`config.mk`:
```
export PLATFORM = sky130hd
export DESIGN_NAME = apb_req_bridge_flat
export DESIGN_NICKNAME = d
export VERILOG_FILES = /design/src/rtl/apb_req_bridge_pkg.sv /design/src/rtl/apb_req_bridge_if.sv /design/src/rtl/apb_req_bridge_wait_timer.sv /design/src/rtl/apb_req_bridge.sv /design/src/flat_wrapper.sv
export SDC_FILE = /design/constraint.sdc
export NUM_CORES = 1
export LEC_CHECK = 0
export BUFFER_PORTS_ARGS = -buffer_cell sky130_fd_sc_hd__buf_2
export CAP_MARGIN = 20
export CORE_MARGIN = 5
export CORE_UTILIZATION = 42
export DETAILED_ROUTE_END_ITERATION = 10
export MAX_ROUTING_LAYER = met4
export PLACE_DENSITY_LB_ADDON = 0.3
export SYNTH_ARGS = -nofsm -noshare
export SYNTH_HDL_FRONTEND = slang
export SYNTH_SLANG_ARGS = --single-unit
```
`constraint.sdc`:
```
create_clock -name PCLK -period 1.7 [get_ports PCLK]
set_input_delay 0.085 -clock PCLK [delete_from_list [all_inputs] [get_ports PCLK]]
set_output_delay 0.085 -clock PCLK [all_outputs]
set_load 0.02 [all_outputs]
```
`src/rtl/apb_req_bridge_pkg.sv`:
```
// Shared definitions for the APB requester: the bridge state encoding and
// the default bus widths.
package apb_req_bridge_pkg;

    localparam int ADDR_W_DEF = 32;
    localparam int DATA_W_DEF = 32;

    typedef enum logic [1:0] {
        IDLE   = 2'd0,
        SETUP  = 2'd1,
        ACCESS = 2'd2,
        RESP   = 2'd3
    } state_t;

endpackage

```
`src/rtl/apb_req_bridge_if.sv`:
```
// Request/response handshake plus master-side APB bus of the requester.
// The master modport is the bridge; the slave modport is the command source and APB fabric.
interface apb_req_bridge_if #(
    parameter int ADDR_W = 32,
    parameter int DATA_W = 32
);
    logic              req_valid;
    logic              req_ready;
    logic              req_write;
    logic [ADDR_W-1:0] req_addr;
    logic [DATA_W-1:0] req_wdata;
    logic              rsp_valid;
    logic              rsp_ready;
    logic [DATA_W-1:0] rsp_rdata;
    logic              rsp_err;
    logic [ADDR_W-1:0] PADDR;
    logic              PWRITE;
    logic [DATA_W-1:0] PWDATA;
    logic              PSEL;
    logic              PENABLE;
    logic [DATA_W-1:0] PRDATA;
    logic              PREADY;

    modport master (
        input  req_valid, req_write, req_addr, req_wdata, rsp_ready, PRDATA, PREADY,
        output req_ready, rsp_valid, rsp_rdata, rsp_err,
        output PADDR, PWRITE, PWDATA, PSEL, PENABLE
    );

    modport slave (
        output req_valid, req_write, req_addr, req_wdata, rsp_ready, PRDATA, PREADY,
        input  req_ready, rsp_valid, rsp_rdata, rsp_err,
        input  PADDR, PWRITE, PWDATA, PSEL, PENABLE
    );
endinterface

```
`src/rtl/apb_req_bridge_wait_timer.sv`:
```
// Saturating wait-state counter; expired flags the enabled cycle that reaches
// LIMIT so the caller can abort on that same edge. LIMIT=0 never expires.
module apb_req_bridge_wait_timer #(
    parameter int LIMIT = 16
) (
    input  logic clk,
    input  logic rst_n,
    input  logic clear,
    input  logic enable,
    output logic expired
);
    localparam int CNT_W = (LIMIT > 0) ? $clog2(LIMIT + 1) : 1;
    localparam logic [CNT_W-1:0] SAT_VAL  = CNT_W'(LIMIT);
    localparam logic [CNT_W-1:0] LAST_VAL = CNT_W'((LIMIT > 0) ? LIMIT - 1 : 0);

    logic [CNT_W-1:0] count_reg;

    always_ff @(posedge clk or negedge rst_n) begin
        if (!rst_n) begin
            count_reg <= '0;
        end else if (clear) begin
            count_reg <= '0;
        end else if (enable && count_reg != SAT_VAL) begin
            count_reg <= count_reg + 1'b1;
        end
    end

    assign expired = (LIMIT > 0) && enable && (count_reg == LAST_VAL);
endmodule

```
`src/rtl/apb_req_bridge.sv`:
```
// Single-outstanding APB requester: valid/ready command in, SETUP/ACCESS transfer
// on the bus, valid/ready response out, with a wait-state timeout.
module apb_req_bridge
    import apb_req_bridge_pkg::*;
#(
    parameter int ADDR_W         = ADDR_W_DEF,
    parameter int DATA_W         = DATA_W_DEF,
    parameter int TIMEOUT_CYCLES = 16
) (
    input  logic              PCLK,
    input  logic              PRESETn,
    apb_req_bridge_if.master  bus
);
    state_t            state_reg;
    logic              req_ready_reg;
    logic              rsp_valid_reg;
    logic [DATA_W-1:0] rsp_rdata_reg;
    logic              rsp_err_reg;
    logic [ADDR_W-1:0] paddr_reg;
    logic              pwrite_reg;
    logic [DATA_W-1:0] pwdata_reg;
    logic              psel_reg;
    logic              penable_reg;
    logic              timer_clear;
    logic              timer_enable;
    logic              timer_expired;

    assign timer_clear  = (state_reg == SETUP);
    assign timer_enable = (state_reg == ACCESS) && !bus.PREADY;

    apb_req_bridge_wait_timer #(
        .LIMIT (TIMEOUT_CYCLES)
    ) u_wait_timer (
        .clk     (PCLK),
        .rst_n   (PRESETn),
        .clear   (timer_clear),
        .enable  (timer_enable),
        .expired (timer_expired)
    );

    always_ff @(posedge PCLK or negedge PRESETn) begin
        if (!PRESETn) begin
            state_reg     <= IDLE;
            req_ready_reg <= 1'b0;
            rsp_valid_reg <= 1'b0;
            rsp_rdata_reg <= '0;
            rsp_err_reg   <= 1'b0;
            paddr_reg     <= '0;
            pwrite_reg    <= 1'b0;
            pwdata_reg    <= '0;
            psel_reg      <= 1'b0;
            penable_reg   <= 1'b0;
        end else begin
            case (state_reg)
                IDLE: begin
                    req_ready_reg <= 1'b1;
                    if (bus.req_valid && req_ready_reg) begin
                        paddr_reg     <= bus.req_addr;
                        pwrite_reg    <= bus.req_write;
                        pwdata_reg    <= bus.req_wdata;
                        req_ready_reg <= 1'b0;
                        psel_reg      <= 1'b1;
                        state_reg     <= SETUP;
                    end
                end
                SETUP: begin
                    penable_reg <= 1'b1;
                    state_reg   <= ACCESS;
                end
                ACCESS: begin
                    // A ready slave wins over an expiry landing on the same edge.
                    if (bus.PREADY) begin
                        rsp_rdata_reg <= pwrite_reg ? '0 : bus.PRDATA;
                        rsp_err_reg   <= 1'b0;
                        rsp_valid_reg <= 1'b1;
                        psel_reg      <= 1'b0;
                        penable_reg   <= 1'b0;
                        state_reg     <= RESP;
                    end else if (timer_expired) begin
                        rsp_rdata_reg <= '0;
                        rsp_err_reg   <= 1'b1;
                        rsp_valid_reg <= 1'b1;
                        psel_reg      <= 1'b0;
                        penable_reg   <= 1'b0;
                        state_reg     <= RESP;
                    end
                end
                RESP: begin
                    if (bus.rsp_ready) begin
                        rsp_valid_reg <= 1'b0;
                        req_ready_reg <= 1'b1;
                        state_reg     <= IDLE;
                    end
                end
                default: state_reg <= IDLE;
            endcase
        end
    end

    assign bus.req_ready = req_ready_reg;
    assign bus.rsp_valid = rsp_valid_reg;
    assign bus.rsp_rdata = rsp_rdata_reg;
    assign bus.rsp_err   = rsp_err_reg;
    assign bus.PADDR     = paddr_reg;
    assign bus.PWRITE    = pwrite_reg;
    assign bus.PWDATA    = pwdata_reg;
    assign bus.PSEL      = psel_reg;
    assign bus.PENABLE   = penable_reg;
endmodule

```
`src/flat_wrapper.sv`:
```
// flat-port wrapper written by rule: the top's interface ports become plain ports
module apb_req_bridge_flat import apb_req_bridge_pkg::*;
#(
    parameter int ADDR_W         = ADDR_W_DEF,
    parameter int DATA_W         = DATA_W_DEF,
    parameter int TIMEOUT_CYCLES = 16
)
  (PCLK, PRESETn, bus_req_valid, bus_req_write, bus_req_addr, bus_req_wdata, bus_rsp_ready, bus_PRDATA, bus_PREADY, bus_req_ready, bus_rsp_valid, bus_rsp_rdata, bus_rsp_err, bus_PADDR, bus_PWRITE, bus_PWDATA, bus_PSEL, bus_PENABLE);
  apb_req_bridge_if #(.ADDR_W(ADDR_W), .DATA_W(DATA_W)) bus_i ();
  input  logic PCLK;
  input  logic PRESETn;
  input wire logic [$bits(bus_i.req_valid)-1:0] bus_req_valid;
  input wire logic [$bits(bus_i.req_write)-1:0] bus_req_write;
  input wire logic [$bits(bus_i.req_addr)-1:0] bus_req_addr;
  input wire logic [$bits(bus_i.req_wdata)-1:0] bus_req_wdata;
  input wire logic [$bits(bus_i.rsp_ready)-1:0] bus_rsp_ready;
  input wire logic [$bits(bus_i.PRDATA)-1:0] bus_PRDATA;
  input wire logic [$bits(bus_i.PREADY)-1:0] bus_PREADY;
  output wire logic [$bits(bus_i.req_ready)-1:0] bus_req_ready;
  output wire logic [$bits(bus_i.rsp_valid)-1:0] bus_rsp_valid;
  output wire logic [$bits(bus_i.rsp_rdata)-1:0] bus_rsp_rdata;
  output wire logic [$bits(bus_i.rsp_err)-1:0] bus_rsp_err;
  output wire logic [$bits(bus_i.PADDR)-1:0] bus_PADDR;
  output wire logic [$bits(bus_i.PWRITE)-1:0] bus_PWRITE;
  output wire logic [$bits(bus_i.PWDATA)-1:0] bus_PWDATA;
  output wire logic [$bits(bus_i.PSEL)-1:0] bus_PSEL;
  output wire logic [$bits(bus_i.PENABLE)-1:0] bus_PENABLE;
  assign bus_i.req_valid = bus_req_valid;
  assign bus_i.req_write = bus_req_write;
  assign bus_i.req_addr = bus_req_addr;
  assign bus_i.req_wdata = bus_req_wdata;
  assign bus_i.rsp_ready = bus_rsp_ready;
  assign bus_i.PRDATA = bus_PRDATA;
  assign bus_i.PREADY = bus_PREADY;
  assign bus_req_ready = bus_i.req_ready;
  assign bus_rsp_valid = bus_i.rsp_valid;
  assign bus_rsp_rdata = bus_i.rsp_rdata;
  assign bus_rsp_err = bus_i.rsp_err;
  assign bus_PADDR = bus_i.PADDR;
  assign bus_PWRITE = bus_i.PWRITE;
  assign bus_PWDATA = bus_i.PWDATA;
  assign bus_PSEL = bus_i.PSEL;
  assign bus_PENABLE = bus_i.PENABLE;
  apb_req_bridge #(.ADDR_W(ADDR_W), .DATA_W(DATA_W), .TIMEOUT_CYCLES(TIMEOUT_CYCLES)) u_core (.PCLK(PCLK), .PRESETn(PRESETn), .bus(bus_i));
endmodule
```
==> results.yml, run 1 <==
outcome:
  outcome: "completed"
global_route:
  grt_remaining_overflow: 0
  grtUsageTotal_pct: 21.0
  grt_max_degree: 64
  grt_pass1_wl_um: 21000
  antenna_found_initial: 0
  grt_pass1_vias: 4174
layout:
  diodes: 0
  final-seq-area_mm2: 0.00273
  final_nets: 772
  fin_area_mm2: 0.00708
  layout-drive-gt1-share_pct: 47.3
  final_common_cell: "buf_2"
  fill_cells: 761
  multi_input_area_mm2: 0.00168
  area_growth_pct: 57.2
  mostFrequentLayoutCells: "202 x buf_2, 109 x dfrtp_1, 100 x dlygate4sd3_1, 68 x nand2_1, 39 x mux2_2"
drt:
  drc_errors: 0
  firstDrtPassIters: 4
  drt_wl_total_um: 13200
  vias: 3855
  dr.first_iter.drc_count: 297
  viasPerCell: 4.79
  ant_nets: 0
  avgRoutedWirePerCell_um: 16.4
critical_path:
  timing.rr.start: "u_core.u_wait_timer.count_reg[0]"
  path_class: "reg2reg"
  reg2reg_depth: 8
  critPathLaunch: "u_core.u_wait_timer.count_reg[0]"
  r2r_end: "u_core.bus.rsp_rdata[9]"
  worstPathRequired_ns: 1.98
  cp-start-kind: "register"
  critical_path.max_fanout: 16
  r2r_slack_ns: 0.05
  crit_arrival_ns: 1.93
  endpoint: "u_core.bus.rsp_rdata[9]"
  cp-end-kind: "register"
clock_tree:
  clk_latency_ns: 0.36
  numCtsBuffers: 9
  clkTransAtPathRegs_ns: 0.09
  htreeDepth: 3
  cts_root_buffer: "clkbuf_8"
  cts_tree: "built"
  clockBufferDepth: 2
  cts_sinks: 109
timing:
  worst_hold_slack_ns: 0.173
  worst_pin_slew_ns: 0.342
  finalHoldViolCount: 0
  finalCriticalPeriod_ns: 1.65
  fin_crit_sh_pct: 97.0
  relSlewSlack_pct: 77.2
  slew_violations: 0
  skew_ns: 0.0113
  setup-violations-final: 0
  clock.fmax_mhz: 606
synth:
  synth.mux.area_fraction_pct: 19.5
  synth_compound_area_share_pct: 6.03
  syn-cell-area_mm2: 0.00450
  seq_area_frac_synth_pct: 60.6
  synth-async-reset-ratio_pct: 100
  synth_top_family_by_area: "multiplexers"
  syn-num-nets: 458
  synth-adder-area-share_pct: 1.95
  synth_xor_area_share_pct: 0
  synth-edff-count: 0
  synthCells: 349
  yosys-top-cells-area: "dfrtp_1 61%, mux2_2 9.8%, mux2_4 9.3%"
  synth.avg_cell_area_um2: 12.9
  synth_seq_cells: 109
  synth_cell_types: 33
  yosys_warnings: 0
  synth_top_area_share_pct: 60.6
  synthFlopType: "dfrtp_1"
  synthSimpleGateAreaFrac_pct: 8.53
  synth_top_area_cell: "dfrtp_1"
floorplan:
  die_area_mm2: 0.0129
  chipWidth_um: 114
  ios: 204
  start_util_pct: 43.4
  core_region_area_mm2: 0.0104
  die_h_um: 114
  rows: 37
placed_design:
  placed_cell_area_mm2: 0.00576
  portBuffers: 203
  dp_hpwl_um: 8170
  gp_congestion: 0.817
flow_run:
  drv_cap: 0
worst_hold_path:
  hold_class: "in2reg"
pwr:
  powerDensity_mw_per_mm2: 1610
  ir_drop_mv: 1.03
  cellLeakagePower_nw: 3.60
[worst min path at each step]
stage | start | endpoint | slack (ns) | depth (start not counted)
floorplan | PRESETn | u_core.bus.PADDR[0] | -0.21 | 0
global placement | PRESETn | u_core.bus.PADDR[10] | 0.1 | 2
detailed placement | PRESETn | u_core.bus.PADDR[10] | 0.1 | 2
CTS | bus_req_valid | u_core.bus.PWDATA[11] | 0.14 | 3
global route | bus_req_valid | u_core.bus.PWDATA[12] | 0.16 | 3
finish | bus_req_valid | u_core.bus.PWDATA[11] | 0.17 | 3
[repair_timing]
item	CTS	global route
hold buffers	100	0
gates resized for setup	4	6
cloned	2	1
setup endpoints to repair	28	37
pin swaps	0	1
setup buffers	2	0
hold endpoints to repair	208	0
[Yosys cell counts (2+ instances only)]
cell type  count
buf_4          4
a21oi_1        5
ha_1           7
nor2_1         7
o21ai_0       30
nor2b_1        4
inv_1          7
mux2_2        39
dfrtp_1      109
mux2i_1        2
a221oi_1       2
buf_2          9
mux2_4        28
clkbuf_1       2
nand2_1       68
nand2b_1       3
o21ai_1        5
buf_6          3
[stage by stage]
stage	instances	worst slack (ns)	TNS, ns	util, %	total power, mW
6_report	804	0.0504	0	68.2	11.4
5_1_grt	804	-0.0175	-0.0908	68.2	12.1
4_1_cts	803	0.00422	0	67.7	11.4
3_5_place_dp	683	-0.0396	-0.172	55.5	9.59
3_3_place_gp	683	0.0161	0	55.5	9.41
2_1_floorplan	349	-0.0127	-0.253	-	7.71
[kinds of logic (layout without fill, tap and decap cells)]
logic type | Yosys count | in the layout
AND/OR/NAND/NOR | 89 | 89
flip-flops | 109 | 109
buffers and inverters | 27 | 346
multiplexers | 69 | 69
adder cells (fa/ha/maj) | 7 | 7
AO/OA/AOI/OAI | 48 | 48
[layer usage]
layer	up-vias	global-route usage (%)	routed length (µm)
met5	-	-	0
li1	1801	-	-
met1	1848	23.2	4970
met3	38	4.83	843
met4	0	9.13	434
met2	168	36.4	6910
[cell type report]
cell class	instances	area share, %
well taps	136	2.40
clock inverters	5	0.477
multi-input cells	213	23.7
flip-flops and latches	109	38.5
clock buffers	11	2.00
repair buffers	323	32.5
inverters	7	0.371
[report_power, final]
part | internal, mW | switching, mW | leakage (nW)
Clock | 0.575 | 0.847 | 0.0857
Combinational | 2.63 | 3.07 | 2.17
Sequential | 3.68 | 0.604 | 1.35
[worst max-delay path, stage by stage, from the launching register on]
cell and delay, ns:
dfrtp_1 0.39, ha_2 0.20, and3_4 0.19, ha_4 0.18, o21ai_4 0.18, buf_12 0.15
clkbuf_16 0.16, nand2_1 0.05, o21ai_0 0.07
Note: power is estimated with default switching activity, not from simulation.
==> run 2, diff against run 1 <==
SLEW_MARGIN = 15   (was default)
SYNTH_HIERARCHICAL = 1   (was default)
==> results.yml, run 2 <==
critical_path:
  slowest_stage: "dfrtp_1"
  path_class: "reg2reg"
  crit_arrival_ns: 2.03
  worstPathRequired_ns: 1.96
  path_cells: "ha_2 > and3_4 > ha_4 > and2_4 > nor3b_4 > a211oi_2 > mux2_4"
  crit_family: "simple AND/OR/NAND/NOR gates"
  critical_path.max_fanout: 3
  cp-start-kind: "register"
  path_buf_inv: 0
  cp-end-kind: "register"
  r2r_slack_ns: -0.06
  cpPeakStageDelay_ns: 0.40
floorplan:
  core_region_area_mm2: 0.0104
  die_area_mm2: 0.0128
  chipWidth_um: 113
  die_h_um: 113
  ios: 204
  start_util_pct: 43.2
  rows: 37
clock_tree:
  htreeDepth: 3
  clkTransAtPathRegs_ns: 0.10
  cts_sinks: 109
  cts_root_buffer: "clkbuf_8"
  cts_tree: "built"
  clockBufferDepth: 2
  numCtsBuffers: 9
  clk_latency_ns: 0.37
drt:
  drc_errors: 0
  drt_wl_total_um: 13600
  vias: 3869
  dr.first_iter.drc_count: 200
  avgRoutedWirePerCell_um: 16.9
  firstDrtPassIters: 4
  ant_nets: 0
  viasPerCell: 4.80
worst_hold_path:
  hold_class: "in2reg"
flow_run:
  drv_cap: 0
synth:
  synth.avg_cell_area_um2: 12.9
  syn-num-nets: 457
  yosys-top-cells-area: "dfrtp_1 61%, mux2_2 9.8%, mux2_4 9.7%"
  synth_top_area_cell: "dfrtp_1"
  synthFlopType: "dfrtp_1"
  yosys_warnings: 6
  seq_area_frac_synth_pct: 60.8
  synth-edff-count: 0
  synth_commonest_cells: "109 x dfrtp_1, 69 x nand2_1, 39 x mux2_2"
  synthCells: 347
  synth_seq_cells: 109
  synth_top_area_share_pct: 60.8
  syn-cell-area_mm2: 0.00448
  synth_cell_types: 30
  synth-async-reset-ratio_pct: 100
  yosysMostFrequentCell: "dfrtp_1"
timing:
  skew_ns: 0.00608
  grt_setup_unrepaired: "true"
  setup_ws_ns: -0.0638
  finalHoldViolCount: 0
  finalCriticalPeriod_ns: 1.76
  worst_pin_slew_ns: 0.612
  setup-violations-final: 23
  clock.fmax_mhz: 567
  fin_crit_sh_pct: 104
  fin_tns_setup_ns: -0.541
  relSlewSlack_pct: 59.2
  slew_violations: 0
global_route:
  grt_pass1_wl_um: 20300
  antenna_found_initial: 1
  grt_remaining_overflow: 0
  grt_pass1_vias: 4116
  grtUsageTotal_pct: 20.5
  grt_max_degree: 110
placed_design:
  gp_congestion: 0.784
  portBuffers: 203
  place_worst_setup_slack_ns: -0.0655
  dp_hpwl_um: 8170
  dpl.cell_count: 684
pwr:
  cellLeakagePower_nw: 3.71
  swShare_pct: 40.2
  ir_drop_mv: 0.971
  p_seq_share_pct: 35.8
  netSwitchingPower_mw: 4.90
  powerDensity_mw_per_mm2: 1660
  pwr-share-clk_pct: 13.3
  comb_power_share_pct: 50.9
  power.internal_mw: 7.29
layout:
  layout-drive-gt1-share_pct: 52.9
  area_growth_pct: 63.6
  fin_cells: 806
  mostFrequentLayoutCells: "202 x buf_2, 109 x dfrtp_1, 98 x dlygate4sd3_1, 52 x nand2_1, 38 x mux2_2"
  fill_cells: 720
  final_common_cell: "buf_2"
  final_nets: 774
outcome:
  outcome: "finished with violations"
  violations: "setup timing"
[run 2: changes by cell type in the layout (fill, tap and decap cells not counted), sizes merged, moves of 3 or more]
| cell | previous run | this run |
|---|---|---|
| inv | 8 | 12 |
| a211oi | 0 | 3 |
| a21oi | 5 | 1 |
| nand2b | 4 | 0 |
[run 2: layer usage]
layer / routed length [µm] / GRT usage, %
met4: 580 / 11.2
met1: 5040 / 21.8
met2: 7390 / 36.4
met5: 0 / -
met3: 590 / 3.26
[run 2: worst paths after layout]
| check | startpoint | to | cells after the start |
|---|---|---|---|
| worst max-delay path | u_core/u_wait_timer/count_reg[0] | u_core/state_reg[1] | 7 |
| worst min register to register | u_core/bus.rsp_rdata[19] | u_core/bus.rsp_rdata[19] | 2 |
| max in group asynchronous | PRESETn | u_core/bus.rsp_rdata[12] | 3 |
| worst min-delay path | bus_rsp_ready | u_core/bus.rsp_valid | 4 |
| worst max register to register | u_core/u_wait_timer/count_reg[0] | u_core/state_reg[1] | 7 |
| min in group asynchronous | PRESETn | u_core/bus.PWDATA[3] | 3 |
[run 2: through the flow]
stage          hold slack, ns  power [mW]  instance area [µm²]  util (%)
2_1_floorplan          -0.211        7.93                 4550         -
3_3_place_gp            0.205        9.70                 5830      56.2
3_5_place_dp            0.213        9.89                 5830      56.2
4_1_cts                0.0504        11.7                 7010      67.6
5_1_grt                0.0975        12.9                 7340      70.8
6_report               0.0667        12.2                 7340      70.8
[run 2: cell families after synthesis]
logic type	count (synthesis)	synth area share, %
mux	69	19.7
fa+ha+maj	8	2.23
compound gates	48	6.11
xor+xnor	1	0.195
simple gates	84	7.65
buf+inv	28	3.26
flops	109	60.8
[run 2: worst reg2reg max path: cells and delay by family (launching register included)]
kind	cells	cell delay [ns]
AO/OA/AOI/OAI	1	0.08
flip-flops	1	0.40
AND/OR/NAND/NOR	3	0.56
adder cells (fa/ha/maj)	2	0.32
multiplexers	1	0.30
[run 2: what timing repair did]
item | in CTS | in global routing
pin swaps | 2 | 18
gates resized for setup | 2 | 66
gates cloned | 0 | 6
hold endpoints to repair | 206 | 0
setup buffers | 0 | 1
setup endpoints to repair | 3 | 36
hold buffers | 98 | 0
[run 2: final cells by class]
type                    count  area (µm²)  area share, %
flip-flops and latches    109        2730           37.2
repair buffers            324        2350           32.0
multi-input cells         210        1850           25.2
well taps                 136         170           2.32
clock buffers               9         124           1.69
clock inverters             7        82.6           1.13
inverters                  10        37.5          0.512
diodes                      1        2.50         0.0341
[run 2: power by group through the flow]
stage	clock (mW)	combinational (mW)	sequential [mW]
after global routing	1.79	6.58	4.51
final	1.62	6.21	4.37
after CTS	1.68	5.73	4.30
after global placement	0	5.42	4.29
after detailed placement	0	5.55	4.34
after floorplan	0	2.26	5.67
==> run 3, diff against run 2 <==
SKIP_LAST_GASP = 1   (was default)
SLEW_MARGIN = default   (was 15)
==> results.yml, run 3 (synthesis gave the netlist of run 2 again) <==
timing:
  worst_hold_slack_ns: 0.0705
  fin_tns_setup_ns: -0.0700
  finalHoldViolCount: 0
  slew_violations: 0
  relSlewSlack_pct: 60.4
  grt_setup_unrepaired: "true"
  setup-violations-final: 2
  clock.fmax_mhz: 567
  fin_crit_sh_pct: 104
  setup_ws_ns: -0.0648
  worst_pin_slew_ns: 0.594
  skew_ns: 0.00580
  finalCriticalPeriod_ns: 1.76
placed_design:
  dp_hpwl_um: 8170
  portBuffers: 203
  gp_congestion: 0.784
  place_worst_setup_slack_ns: -0.0655
drt:
  drt_wl_total_um: 12700
  viasPerCell: 4.70
  avgRoutedWirePerCell_um: 15.8
  ant_nets: 0
  drc_errors: 0
  dr.first_iter.drc_count: 225
  firstDrtPassIters: 4
  vias: 3758
pwr:
  powerDensity_mw_per_mm2: 1660
  comb_power_share_pct: 49.0
  power_mw: 11.6
  ir_drop_mv: 0.970
  swShare_pct: 39.7
  p_seq_share_pct: 37.1
  cellLeakagePower_nw: 3.56
  pwr-share-clk_pct: 13.9
  netSwitchingPower_mw: 4.62
  power.internal_mw: 7.00
layout:
  layout-drive-gt1-share_pct: 47.7
  final_util_pct: 67.7
  area_growth_pct: 56.4
  final_nets: 767
  fill_cells: 781
  mostFrequentLayoutCells: "202 x buf_2, 109 x dfrtp_1, 98 x dlygate4sd3_1, 69 x nand2_1, 38 x mux2_2"
  final_common_cell: "buf_2"
clock_tree:
  numCtsBuffers: 9
  clockBufferDepth: 2
  htreeDepth: 3
  cts_sinks: 109
  clk_latency_ns: 0.36
  cts_tree: "built"
  cts_root_buffer: "clkbuf_8"
  clkTransAtPathRegs_ns: 0.10
global_route:
  grt_max_degree: 110
  grt_pass1_wl_um: 20300
  grt_remaining_overflow: 0
  antenna_found_initial: 1
  grtUsageTotal_pct: 20.5
  grt_pass1_vias: 4116
critical_path:
  path_class: "reg2reg"
  critPathLaunch: "u_core/u_wait_timer/count_reg[0]"
  crit_arrival_ns: 2.03
  cp-start-kind: "register"
  timing.rr.start: "u_core/u_wait_timer/count_reg[0]"
  critical_path.max_fanout: 3
  worstPathRequired_ns: 1.96
  cp-end-kind: "register"
floorplan:
  ios: 204
  start_util_pct: 43.2
  die_area_mm2: 0.0128
  die_h_um: 113
  rows: 37
  core_region_area_mm2: 0.0104
  chipWidth_um: 113
worst_hold_path:
  holdCritStartpoint: "bus_rsp_ready"
  hold_class: "in2reg"
flow_run:
  drv_cap: 0
outcome:
  violations: "setup timing"
  outcome: "finished with violations"
[run 3: cell types whose count changed in the layout (fill, tap and decap cells not counted)]
cell       before  now
nand2_2         6    0
o21ai_4         2    1
nand2_1        52   69
buf_6           1    0
o21ai_0         8   32
o21ai_2        13    0
buf_16          1    0
nand2_4        11    0
clkbuf_16       5    0
o21ai_1        15    5
[run 3: worst paths after layout]
check	endpoint	cells past startpoint	slack, ns
worst max-delay path	u_core/state_reg[1]	7	-0.06
max in group asynchronous	u_core/bus.rsp_rdata[24]	3	0.92
worst max register to register	u_core/state_reg[1]	7	-0.06
worst min register to register	u_core/bus.rsp_err	2	0.48
worst min-delay path	u_core/bus.rsp_valid	4	0.07
min in group asynchronous	u_core/bus.PWDATA[3]	3	0.31
[run 3: critical path, stage by stage (launching register included)]
cell	delay, ns
dfrtp_1	0.40
ha_2	0.18
and3_4	0.15
ha_4	0.14
and2_4	0.17
nor3b_4	0.24
a211oi_2	0.08
mux2_4	0.30
[run 3: stage by stage]
stage / cells / cell area, µm²
detailed placement: 684 / 5830
global route: 799 / 7020
finish: 799 / 7020
floorplan: 347 / 4550
CTS: 798 / 7010
global placement: 684 / 5830
[run 3: cell type report]
class                   instances  area [µm²]  area share, %
clock buffers                   9         124           1.77
well taps                     136         170           2.43
diodes                          1        2.50         0.0357
multi-input cells             210        1690           24.1
inverters                      10        37.5          0.535
clock inverters                 7        82.6           1.18
flip-flops and latches        109        2730           38.9
repair buffers                317        2180           31.1
[run 3: repair_timing]
item / CTS / global route
hold buffers: 98 / 0
pin swaps: 2 / 0
endpoints found under the hold margin: 206 / 0
buffers inserted: 0 / 0
endpoints found under the setup margin: 3 / 36
resized for setup: 0 / 0
[run 3: power by group through the flow]
| stage | combinational [mW] | clock [mW] | sequential, mW |
|---|---|---|---|
| final | 5.70 | 1.61 | 4.31 |
| after global routing | 6.08 | 1.78 | 4.45 |
| after CTS | 5.73 | 1.68 | 4.30 |
| after detailed placement | 5.55 | 0 | 4.34 |
| after global placement | 5.42 | 0 | 4.29 |
| after floorplan | 2.26 | 0 | 5.67 |
[run 3: metal layers]
metal / wire length, µm / part of all wire, % / GRT usage, % / vias up
met3: 597 / 4.7 / 3.26 / 43
met4: 552 / 4.4 / 11.2 / 0
li1: - / - / - / 1788
met2: 6820 / 54 / 36.4 / 127
met5: 0 / 0 / - / -
met1: 4690 / 37 / 21.8 / 1800
